==> config.mk <==
export PLATFORM = sky130hd
export DESIGN_NAME = pipe_stage_buf
export DESIGN_NICKNAME = d
export VERILOG_FILES = /design/src/rtl/pipe_stage_buf_pkg.sv /design/src/rtl/pipe_buf_ptr.sv /design/src/rtl/pipe_stage_buf.sv
export SDC_FILE = /design/constraint.sdc
export NUM_CORES = 1
export LEC_CHECK = 0
export ABC_AREA = 1
export CAP_MARGIN = 10
export CORE_MARGIN = 4
export CORE_UTILIZATION = 35
export CTS_BUF_LIST = sky130_fd_sc_hd__clkbuf_8
export DETAILED_ROUTE_END_ITERATION = 6
export REMOVE_ABC_BUFFERS = 1
export SETUP_SLACK_MARGIN = 0.05
export SLEW_MARGIN = 20
export SYNTH_ARGS = -nofsm -noshare
export SYNTH_HDL_FRONTEND = slang
export SYNTH_SLANG_ARGS = --single-unit
==> constraint.sdc <==
create_clock -name clk -period 4.2 [get_ports clk]
set_input_delay 0.84 -clock clk [delete_from_list [all_inputs] [get_ports clk]]
set_output_delay 0.84 -clock clk [all_outputs]
set_load 0.1 [all_outputs]
==> src/rtl/pipe_stage_buf_pkg.sv <==
// Shared definitions for the elastic buffers that sit between pipeline stages.
// Occupancy classification is kept here so every stage buffer decodes it identically.
package pipes;

    localparam int PIPE_BUF_MAX_DEPTH = 16;
    localparam int PIPE_BUF_CNT_W     = $clog2(PIPE_BUF_MAX_DEPTH + 1);

    typedef logic [PIPE_BUF_CNT_W-1:0] pipe_buf_cnt_t;

    typedef enum logic [1:0] {
        OCC_EMPTY,
        OCC_PARTIAL,
        OCC_FULL
    } pipe_buf_occ_e;

    function automatic pipe_buf_occ_e pipe_buf_occ(input pipe_buf_cnt_t cnt,
                                                   input pipe_buf_cnt_t depth);
        if (cnt == '0) begin
            return OCC_EMPTY;
        end
        if (cnt == depth) begin
            return OCC_FULL;
        end
        return OCC_PARTIAL;
    endfunction

endpackage

==> src/rtl/pipe_buf_ptr.sv <==
// Modulo-DEPTH circular pointer: advances on inc, returns to 0 on clr.
// Wraps explicitly at DEPTH-1, so non-power-of-two depths behave correctly.
module pipe_buf_ptr #(
    parameter int DEPTH = 2,
    parameter int PTR_W = 1
) (
    input  logic             clk,
    input  logic             reset,
    input  logic             inc,
    input  logic             clr,
    output logic [PTR_W-1:0] ptr
);

    localparam logic [PTR_W-1:0] LAST = PTR_W'(DEPTH - 1);

    logic [PTR_W-1:0] r_ptr;

    // NOTE: sequential state uses non-blocking assignments so every register
    // samples the pre-edge values regardless of block evaluation order.
    always_ff @(posedge clk or posedge reset) begin
        if (reset) begin
            r_ptr <= '0;
        end else if (clr) begin
            r_ptr <= '0;
        end else if (inc) begin
            r_ptr <= (r_ptr == LAST) ? '0 : r_ptr + PTR_W'(1);
        end
    end

    assign ptr = r_ptr;

endmodule

==> src/rtl/pipe_stage_buf.sv <==
// DEPTH-entry elastic buffer between two pipeline stages with valid/ready handshake,
// redirect flush and a saturating stall counter. in_ready never depends on out_ready.
module pipe_stage_buf
    import pipes::*;
#(
    parameter int WIDTH = 64,
    parameter int DEPTH = 2,
    parameter int CNT_W = 32
) (
    input  logic                       clk,
    input  logic                       reset,
    input  logic                       flush,
    input  logic                       in_valid,
    output logic                       in_ready,
    input  logic [WIDTH-1:0]           in_data,
    output logic                       out_valid,
    input  logic                       out_ready,
    output logic [WIDTH-1:0]           out_data,
    output logic [$clog2(DEPTH+1)-1:0] count,
    output logic [CNT_W-1:0]           stall_cnt
);

    localparam int PTR_W = (DEPTH > 1) ? $clog2(DEPTH) : 1;
    localparam int CW    = $clog2(DEPTH + 1);

    if (DEPTH < 1 || DEPTH > PIPE_BUF_MAX_DEPTH) begin : g_bad_depth
        $error("pipe_stage_buf: DEPTH out of range");
    end

    // Sized to the pointer range so every pointer value indexes a real entry;
    // entries at or above DEPTH are never written.
    logic [WIDTH-1:0] r_mem [2**PTR_W];
    logic [CW-1:0]    r_count;
    logic [CNT_W-1:0] r_stall_cnt;

    logic [PTR_W-1:0] w_wr_ptr;
    logic [PTR_W-1:0] w_rd_ptr;
    logic             w_push;
    logic             w_pop;
    pipe_buf_occ_e    w_occ;

    assign w_occ     = pipe_buf_occ(pipe_buf_cnt_t'(r_count), pipe_buf_cnt_t'(DEPTH));
    assign in_ready  = (w_occ != OCC_FULL);
    assign out_valid = (w_occ != OCC_EMPTY);
    assign w_push    = in_valid && in_ready && !flush;
    assign w_pop     = out_valid && out_ready && !flush;

    pipe_buf_ptr #(.DEPTH(DEPTH), .PTR_W(PTR_W)) u_wr_ptr (
        .clk   (clk),
        .reset (reset),
        .inc   (w_push),
        .clr   (flush),
        .ptr   (w_wr_ptr)
    );

    pipe_buf_ptr #(.DEPTH(DEPTH), .PTR_W(PTR_W)) u_rd_ptr (
        .clk   (clk),
        .reset (reset),
        .inc   (w_pop),
        .clr   (flush),
        .ptr   (w_rd_ptr)
    );

    // NOTE: payload storage has no reset; out_valid already qualifies its contents.
    always_ff @(posedge clk) begin
        if (w_push) begin
            r_mem[w_wr_ptr] <= in_data;
        end
    end

    always_ff @(posedge clk or posedge reset) begin
        if (reset) begin
            r_count <= '0;
        end else if (flush) begin
            r_count <= '0;
        end else if (w_push && !w_pop) begin
            r_count <= r_count + CW'(1);
        end else if (w_pop && !w_push) begin
            r_count <= r_count - CW'(1);
        end
    end

    // Performance counter survives flush; it saturates instead of wrapping.
    always_ff @(posedge clk or posedge reset) begin
        if (reset) begin
            r_stall_cnt <= '0;
        end else if (out_valid && !out_ready && !flush && (r_stall_cnt != '1)) begin
            r_stall_cnt <= r_stall_cnt + CNT_W'(1);
        end
    end

    assign out_data  = r_mem[w_rd_ptr];
    assign count     = r_count;
    assign stall_cnt = r_stall_cnt;

endmodule

-- Word-level counts from Yosys, hierarchy flattened
Memory sizes are Yosys's and may differ from the RTL's.
Cells that the tools add are included.
- word-level logic and storage cells: 49
- RAM bits: 128
- bits in registers: 36
- output and inout bits: 100
- input bits: 69
- memories kept: 1
- memory list (memory ; depth ; width ; rd ports ; clocked after memory_dff ; wr ports ; line ; RTL):
    r_mem ; 2 ; 64 ; 1 ; 0 ; 1 ; pipe_stage_buf.sv:32 ; logic [WIDTH-1:0] r_mem [2**PTR_W];
- multiplexer cells: 18
- add/subtract/negate cells: 5
- reduce and logical (&&, ||, !) cells: 18
- equality and inequality tests: 3
- operator list (kind ; number):
    32-bit by 1-bit adder with 32-bit output (second input constant) ; 1
    32-bit != test (second input constant) ; 1
    2-bit 2-to-1 mux ; 7
    1-bit 2-to-1 mux ; 11
    1-bit logical AND ; 9
    2-bit nonzero test ; 3
    1-bit zero test ; 4
    3-bit nonzero test ; 1
    1-bit adder (second input constant) ; 2
    2-bit by 1-bit adder with 2-bit output (second input constant) ; 1
    2-bit equality test (second input constant) ; 1
    2-bit zero test ; 1
    2-bit != test (second input constant) ; 1
    2-bit by 1-bit subtractor with 2-bit output (second input constant) ; 1

-- Logic depth before layout (Yosys ltp)
Gate-level depths: netlist of the first run.
- depth in word-level cells: 13
- gate-level depth with buffers: 11
- mapped depth without buffers: 10

-- Cells and area by module
Synthesis of the first run repeated with hierarchy kept, for this count alone.
- cell total of the unflattened synthesis: 591
- area total of the unflattened synthesis: 7015.5 um^2
- modules (own cells, without submodules) (module ; times used ; cells each ; area an instance (um^2) ; sequential area each (um^2)):
    pipe_stage_buf ; 1 ; 577 ; 6920.4 ; 4694.5
    pipe_buf_ptr ; 2 ; 7 ; 47.5 ; 25.0

-- Worst setup path before layout of the first run
Ideal clock, no wire load.
- path kind: flip-flop to flip-flop
- start point: reg r_count[0], in the netlist count[0]
- end point: mem r_mem[0][0] (enable)
- setup time: 0.486 ns
- data arrival time: 4.924 ns
- data required time: 3.714 ns
- setup slack: -1.210 ns
- path buffers: 0
- clock period less this slack: 5.410 ns
- cell stages (with the launch flop): 7
- cell sequence: dfrtp_1 > inv_1 > nand2_1 > nand2_1 > inv_1 > nand2_1 > nor2_1
- longest elaborated chain between the ends: 10
- elaborated cells between the ends (all ways): 13
- those cells by class: eq/ne: 2; mux: 8; reduce/logical: 3
- ends and longest elaborated chain (what ; line ; RTL):
    start, declared ; pipe_stage_buf.sv:33 ; logic [CW-1:0] r_count;
    start signal, assigned ; pipe_stage_buf.sv:77 ; r_count <= r_count + CW'(1);
    start signal, assigned ; pipe_stage_buf.sv:79 ; r_count <= r_count - CW'(1);
    2-bit equality test ; pipe_stage_buf_pkg.sv:21 ; if (cnt == depth) begin
    1-bit 2-to-1 mux (2 in a row) ; pipe_stage_buf_pkg.sv:21 ;
    2-bit 2-to-1 mux ; pipe_stage_buf_pkg.sv:24 ; return OCC_PARTIAL;
    2-bit 2-to-1 mux (*) ; pipe_stage_buf_pkg.sv:21 ;
    2-bit != test (*) ; pipe_stage_buf.sv:43 ; assign in_ready = (w_occ != OCC_FULL);
    named net in_ready ; pipe_stage_buf.sv:14 ; output logic in_ready,
    1-bit logical AND (*) (2 in a row) ; pipe_stage_buf.sv:45 ; assign w_push = in_valid && in_ready && !flush;
    1-bit 2-to-1 mux (*) ; pipe_stage_buf.sv:66 ; if (w_push) begin
    1-bit 2-to-1 mux (implied by the code) (*) ; pipe_stage_buf.sv:67 ; r_mem[w_wr_ptr] <= in_data;
    end, declared ; pipe_stage_buf.sv:32 ;
The timed path passes the listed nets; every way through them passes the cells marked *. The select of a mux whose other input is x is not followed.

-- Final worst setup path of the first run
- start point: reg r_count[1], in the netlist count[1]
- end point: out out_valid
- longest elaborated chain between the ends: 6
- elaborated cells between the ends (all ways): 9
- those cells by class: eq/ne: 1; mux: 6; reduce/logical: 2
- ends and longest elaborated chain (what ; line ; RTL):
    2-bit equality test ; pipe_stage_buf_pkg.sv:21 ;
    1-bit 2-to-1 mux (2 in a row) ; pipe_stage_buf_pkg.sv:21 ;
    2-bit 2-to-1 mux ; pipe_stage_buf_pkg.sv:24 ;
    2-bit 2-to-1 mux (*) ; pipe_stage_buf_pkg.sv:21 ;
    2-bit nonzero test (*) ; pipe_stage_buf.sv:44 ; assign out_valid = (w_occ != OCC_EMPTY);
    end, declared ; pipe_stage_buf.sv:16 ; output logic out_valid,
Mark *: on every way between the ends. The rest lies on a longest branch, timed or not. The select of a mux whose other input is x is not followed.

==> results.txt, run 1 <==
The run finished with clean final reports. The floorplan step defined a core boundary enclosing 19,650 um2. The repair_antennas step left the layout with diodes totalling 0. Across the run, the number of max-cap violations was 0. The average footprint of a synthesized cell is 9.767 um2. VDD sags by at most 0.0002331 V. For this run, the number of standard cells in the final layout without fillers is 1,173. The post-route clock skew came out at 0.008410 ns. Dividing the detail-routed wire length by the instance count gives 14.20 um. Once layout is complete, the utilization of the core stands at 47.08%. STA classifies the critical path startpoint as a register.

The global-route wire length before repair is 25.43 mm. The buffer and inverter count on the worst path came out at 2. The count of unresolved DRC violations after routing came out at 0. Compared with the post-synthesis result, the final layout area differs by 31.41%.

Setup repair after global routing left no endpoint under its margin. The number of hold violations in the final report came out at 0. The top cell type's share of synthesized area came out at 54.58%. Once placement completed, the tool counted placed cells totaling 1,141. Detailed placement finished with a half-perimeter wire length of 11.13 mm.

The final count of pins violating max slew came to 0. The worst register-to-register path begins at stall_cnt[0]$_DFFE_PP0P_. The detail-routed via count per cell is 4.438. For the pin with the worst max-slew slack, the measured transition is 0.9854 ns. The synthesized design spends more area on one cell type than any other, namely edfxtp_1. STA puts the critical path data arrival time at 2.18 ns.

After filler insertion, the fill cell instance count of the layout stands at 1,860. Counting the buffers created by CTS gives 17. The hold-fix buffer count after cts is 0. The post-cts sizing count came out at 0. The all-layer global routing usage came out at 14.70%. Summed over all layers, the global routing overflow is 0.

In this run the worst hold path is classified as register to register. The signal on the critical path passes through nor2_1 -> inv_1 -> clkdlybuf4s50_1. The cell family contributing the most delay on the critical path is buffers and inverters. The depth of the CTS H-tree came out at 4. The overall power after layout came out at 4.306 mW. By area, the combinational part of the netlist is dominated by simple AND/OR/NAND/NOR gates. The area of the multi-input gates is 2063 um2. The unique cell type count in the Yosys netlist came out at 22. From left edge to right edge, the die measures 149.8 um. The via count of the first global-routing pass is 4,834.

The number of DRC markers in iteration 0 is 291. The biggest fanout along the worst timing path came out at 5. The worst-skew pair later-pin latency is 0.45 ns. The ratio of final minimum period to clock period came out at 71.84%. After clock tree synthesis, the clock-pin slew on the worst setup and hold paths is 0.09 ns. The instance count of the mapped netlist is 721.

The proportion of layout cells with a drive suffix above 1 came out at 12.67%. The reported leakage power came out at 3.817 nW. The count of antenna-violating nets left after detailed routing is 0. The maximum single-stage delay on the critical path is 1.14 ns.

The total I/O pin count is 169. After clock tree synthesis, the setup repair step added 0 buffers. Entering global routing, the biggest net connects 65 pins. The adder-cell share of the synthesized area came out at 0.1777%. The required time at the endpoint of the critical path came out at 3.36 ns. Input and output buffers added on the ports amount to 168.

The kind of end point of the critical path is an output pin. The maximum buffer depth of the clock tree is 2. The initial cell density of the core is 35.83%.

The critical path is of the register to output pin type. The count of final setup violators came out at 0. For this run, the number of Yosys warnings is 0. After the last flow step, the layout net total stands at 965. For this design, the slowest cell found on the critical path is clkdlybuf4s50_1. The startpoint identified for the worst hold timing path is u_wr_ptr.ptr$_DFFE_PP0P_. The vertical extent of the die came out at 149.8 um.

The clock sink total came out at 164. The worst-case headroom to the max-slew limit is 34.10%. The initial antenna violation count is 4. The die covers 22,450 um2. The pre-antenna-repair detailed-routing pass consisted of 4 iterations. The post-synthesis compound-gate area fraction came out at 0.7285%. The CTS tree is built. The share of synthesized cell area in and, or, nand and nor gates came out at 26.56%. By area the synthesized netlist is led by edfxtp_1 55%, nand2_1 21%, dfrtp_1 13%. Subtracting the final worst setup slack from the clock period gives 3.017 ns. Multiplexer cells account for 0% of the synthesized area. Power spread over the standard cell area amounts to 465.4 nW/um2. The cell at the root of the clock tree is clkbuf_8. Registers take 4746 um2.

The total via count after detailed routing is 5,206. In this run the core area contains 51 standard-cell rows. The sequential element share of the synthesized area came out at 67.38%. The post-synthesis instance area is 7042 um2.

The post-synthesis sequential element count came out at 164. The total routed wirelength came out at 16.66 mm. The critical path launch point is count[1]$_DFFE_PP0P_.

The routability congestion estimate from global placement came out at 0.8886. Of the total synthesized cell area, the portion taken by XOR and XNOR cells is 1.617%. Derived from the worst setup path, the maximum achievable clock frequency is 0.3314 GHz.
[stage by stage]
| stage | setup WS, ns | hold WS (ns) | setup TNS (ns) | cell area [um2] |
|---|---|---|---|---|
| global placement | 1.547 | 0.5373 | 0 | 8872 |
| global route | 1.098 | 0.5847 | 0 | 9254 |
| CTS | 1.124 | 0.5549 | 0 | 9254 |
| finish | 1.183 | 0.5498 | 0 | 9254 |
| floorplan | -1.210 | 0.4580 | -145.73 | 6933 |
| detailed placement | 1.473 | 0.5417 | 0 | 8872 |
[cells in the mapped netlist]
master / instances
a21oi_1: 1
buf_1: 5
buf_6: 5
clkbuf_1: 9
dfrtp_1: 36
edfxtp_1: 128
ha_1: 1
inv_1: 35
inv_6: 1
nand2_1: 392
nand2_2: 2
nand2_4: 2
nand3_1: 20
nand4_1: 3
nor2_1: 53
nor2_2: 3
nor2_4: 2
nor3_1: 1
o21ai_0: 8
o22ai_1: 1
xnor2_1: 5
xor2_1: 8
[worst paths after layout]
check / slack (ns) / end / cells past startpoint
setup / recovery: 1.18 / out_valid / 3
hold / removal: 0.55 / u_wr_ptr.ptr$_DFFE_PP0P_ / 1
setup reg to reg: 2.08 / stall_cnt[22]$_DFFE_PP0P_ / 10
hold reg to reg: 0.55 / u_wr_ptr.ptr$_DFFE_PP0P_ / 1
max in group asynchronous: 3.05 / u_rd_ptr.ptr$_DFFE_PP0P_ / 3
min in group asynchronous: 0.79 / count[1]$_DFFE_PP0P_ / 3
[placed cells by master (no fill, tap or decap)]
cell type	count
nand2_4	2
clkinv_4	3
edfxtp_1	128
nor2_2	3
nand2_1	392
inv_6	3
o22ai_1	1
buf_12	2
xnor2_1	5
xor2_1	8
clkbuf_8	17
ha_1	1
clkinvlp_4	3
inv_2	1
nor2_4	4
clkinv_8	2
buf_4	68
a21oi_1	1
clkdlybuf4s50_1	104
o21ai_0	8
nor3_1	1
inv_8	4
nand3_1	20
nand2_2	2
dfrtp_1	35
nand4_1	3
inv_1	35
nor2_1	51
dfrtp_2	1
[state kept, by name, summed over array words and instances, names as in the netlist]
register and flops:
count 2, stall_cnt 32, r_mem 128, u_rd_ptr.ptr 1
u_wr_ptr.ptr 1
[layer usage]
layer  GRT usage [%]  wire length (um)  vias to the layer above
li1                -                 -                     2648
met1           19.93              7687                     2353
met2           22.12              7364                      167
met3           4.997              1255                       30
met4           5.032               283                        8
met5               0                68                        -
[where the power goes]
part	switching [mW]	internal (mW)
combinational	1.08	0.276
clock	0.631	0.437
sequential	0.0503	1.84
[cells by family (layout without fill, tap and decap cells)]
| group | count (synthesis) | in the layout |
|---|---|---|
| flops | 164 | 164 |
| simple gates | 478 | 478 |
| xor+xnor | 13 | 13 |
| fa+ha+maj | 1 | 1 |
| buf+inv | 55 | 242 |
| compound gates | 10 | 10 |
[layout make-up]
type / instances / area share, %
Tap cell: 265 / 3.583
Sequential cell: 164 / 51.28
Clock buffer: 17 / 2.528
Clock inverter: 15 / 1.595
Timing Repair Buffer: 174 / 17.20
Multi-Input combinational cell: 502 / 22.30
Inverter: 36 / 1.514
No activity file was read; power rests on OpenSTA's default activity.
==> run 2, diff against run 1 <==
==> constraint.sdc (replaced) <==
create_clock -name clk -period 2.45 [get_ports clk]
set_input_delay 0.49 -clock clk [delete_from_list [all_inputs] [get_ports clk]]
set_output_delay 0.49 -clock clk [all_outputs]
set_load 0.1 [all_outputs]
==> results.txt, run 2 (same netlist as run 1, synthesis figures left out) <==
The global-route wire length before repair came out at 27.01 mm. The maximum number of pins on one net before global-route repair came out at 65. The final standard cell count with taps included and fillers excluded is 1,181. The initial antenna violation count is 1. The total I/O pin count came out at 169. From synthesis to final layout, the design area changed by 43.39%. The total via count after detailed routing is 5,310. The detailed-routing iteration count for the pre-antenna-repair pass is 4. The worst register-to-register path begins at stall_cnt[0]$_DFFE_PP0P_. The run finished with clean final reports. For the worst setup path, the data required time is 1.96 ns.

Row generation in the floorplan step produced 51 rows. Setup repair after global routing left no endpoint under its margin. The reported leakage power is 4.245 nW.

The overall power after layout is 7.972 mW. The total routed wirelength is 17.34 mm. The minimum setup slack among reg-to-reg paths is 0.45 ns.

STA classifies the critical path startpoint as a register. The post-CTS setup buffer count came out at 0. The cell with the most instances on the worst path is nand2_1.

The count of nets left with antenna violations once routing finished came out at 0. The biggest fanout along the worst timing path is 17. The tree is rooted in a clkbuf_8. The ratio of final minimum period to clock period is 90.06%. The total power density per cell area is 789.5 nW/um2. The worst-case headroom to the max-slew limit is 67.83%. The worst setup path category is register to output pin. Setup violations remaining at the end of the flow were counted as 0. In the layout the commonest cells are 392 x nand2_1, 128 x edfxtp_1, 70 x buf_12. The number of clock buffers inserted by TritonCTS came out at 17. The register clock-pin slew on the reported worst setup and hold paths came out at 0.10 ns. The worst register-to-register path ends at stall_cnt[6]$_DFFE_PP0P_. The initial utilization of the core area, before any placement, comes to 35.83%.

The maximum vdd ir drop came out at 0.0003863 V. Counting both buffers and inverters, the worst setup path holds a total of 3. The most common library cell in the layout ignoring fill and taps is nand2_1.

The all-layer global routing usage is 15.65%. Max-cap violations in this run came to 0. In the final timing run, aggregate negative setup slack is 0 ns. The area of the multi-input gates came out at 2063 um2.

STA classifies the critical path endpoint as an output pin. The via count of the first global-routing pass came out at 5,123. The flip-flop count of the largest register after layout is 128. The proportion of layout cells with a drive suffix above 1 came out at 17.36%. Routability-driven placement finished with a final weighted congestion of 0.9337. The critical path arrival came out at 1.72 ns. Dividing the detail-routed wire length by the instance count gives 14.69 um. The depth of the worst register-to-register path is 9. Ranked by flip-flop count, first place goes to r_mem. The die area came out at 22,450 um2. The maximum buffer depth of the clock tree is 2. The post-cts sizing count is 0. Among cell families on the critical path, the largest total delay comes from buffers and inverters. Detailed placement finished with a half-perimeter wire length of 12.37 mm. The number of hold violations in the final report came out at 0. After filler insertion, the fill cell instance count of the layout stands at 1,778. The final count of pins violating max slew is 0. The number of placed instances, taps included, is 1,149. Derived from the worst setup path, the maximum achievable clock frequency is 0.4532 GHz. The hold-fix buffer count after cts came out at 0. The clock sink total is 164.

TritonCTS built the clock tree. The vertical extent of the die came out at 149.8 um. The count of unresolved DRC violations after routing came out at 0. The number of DRC markers in iteration 0 is 344. Clock skew on the completed layout was measured at 0.01179 ns. The net total in the final layout came out at 973. From left edge to right edge, the die measures 149.8 um. The core box area is 19,650 um2.

The H-tree was split into 4 levels. The maximum single-stage delay on the critical path came out at 0.44 ns. The port buffer count came out at 168.

For the worst-skew pair, the clock arrives at the later sink with an insertion delay of 0.44 ns. The instance area after placement is 9693 um2. The total congestion overflow after global routing came out at 0. The worst hold path belongs to the class input port to async pin. The final critical delay including setup and external delays came out at 2.206 ns. The critical path goes through inv_2 -> buf_4 -> nand2_1 -> nand2_1 -> buf_12. The slowest stage of the critical path is the dfrtp_2 cell. The number of antenna diodes in the final layout is 0. In the routed layout, each cell is associated on average with a via count of 4.496. At the pin with the least slew margin, the transition time is 0.4826 ns. The final design area excluding fillers came out at 10,100 um2.

In the final layout, flip-flops and latches occupy 4746 um2.
run 2: worst max path at each step:
stage                     slack (ns)                     end                     start  cells past startpoint
after floorplan                -2.96   r_mem[0][0]$_DFFE_PP_      count[0]$_DFFE_PP0P_                      6
after CTS                       0.19            out_data[49]  u_rd_ptr.ptr$_DFFE_PP0P_                      5
after global placement          0.32  r_mem[0][31]$_DFFE_PP_                  in_valid                      6
after detailed placement        0.30   r_mem[0][8]$_DFFE_PP_                  in_valid                      6
after global routing            0.12            out_data[59]  u_rd_ptr.ptr$_DFFE_PP0P_                      5
final                           0.24            out_data[22]  u_rd_ptr.ptr$_DFFE_PP0P_                      5
run 2: tightest hold or removal path: stages:
cell	delay, ns
clkdlybuf4s50_1	0.40
inv_1	0.05
buf_4	0.41
run 2: area by class of cell:
cell class / count / area share [%]
flip-flops and latches: 164 / 47.00
repair buffers: 182 / 23.89
multi-input cells: 502 / 20.43
well taps: 265 / 3.284
clock buffers: 17 / 2.317
clock inverters: 15 / 1.685
inverters: 36 / 1.388
run 2: metrics by stage:
stage                     hold slack, ns  util, %  worst slack, ns
after floorplan                   0.4580        -           -2.960
after global placement            0.5353    49.32           0.3199
after detailed placement          0.5527    49.32           0.3046
after CTS                         0.4355    51.38           0.1926
after global routing              0.4799    51.38           0.1195
final                             0.4506    51.38           0.2435
run 2: power by group:
part,switching [mW],internal [mW],leakage [nW]
Clock,1.09,0.855,0.202
Combinational,1.94,0.855,2.37
Sequential,0.0874,3.15,1.67
Total,3.12,4.86,4.24
run 2: per-layer routing:
| layer | global-route usage, % | share of wire (%) | vias to the layer above |
|---|---|---|---|
| met2 | 24.76 | 46 | 171 |
| met1 | 21.18 | 47 | 2442 |
| met5 | 0 | 0.063 | - |
| li1 | - | - | 2675 |
| met3 | 4.240 | 6.1 | 20 |
| met4 | 4.620 | 1.5 | 2 |
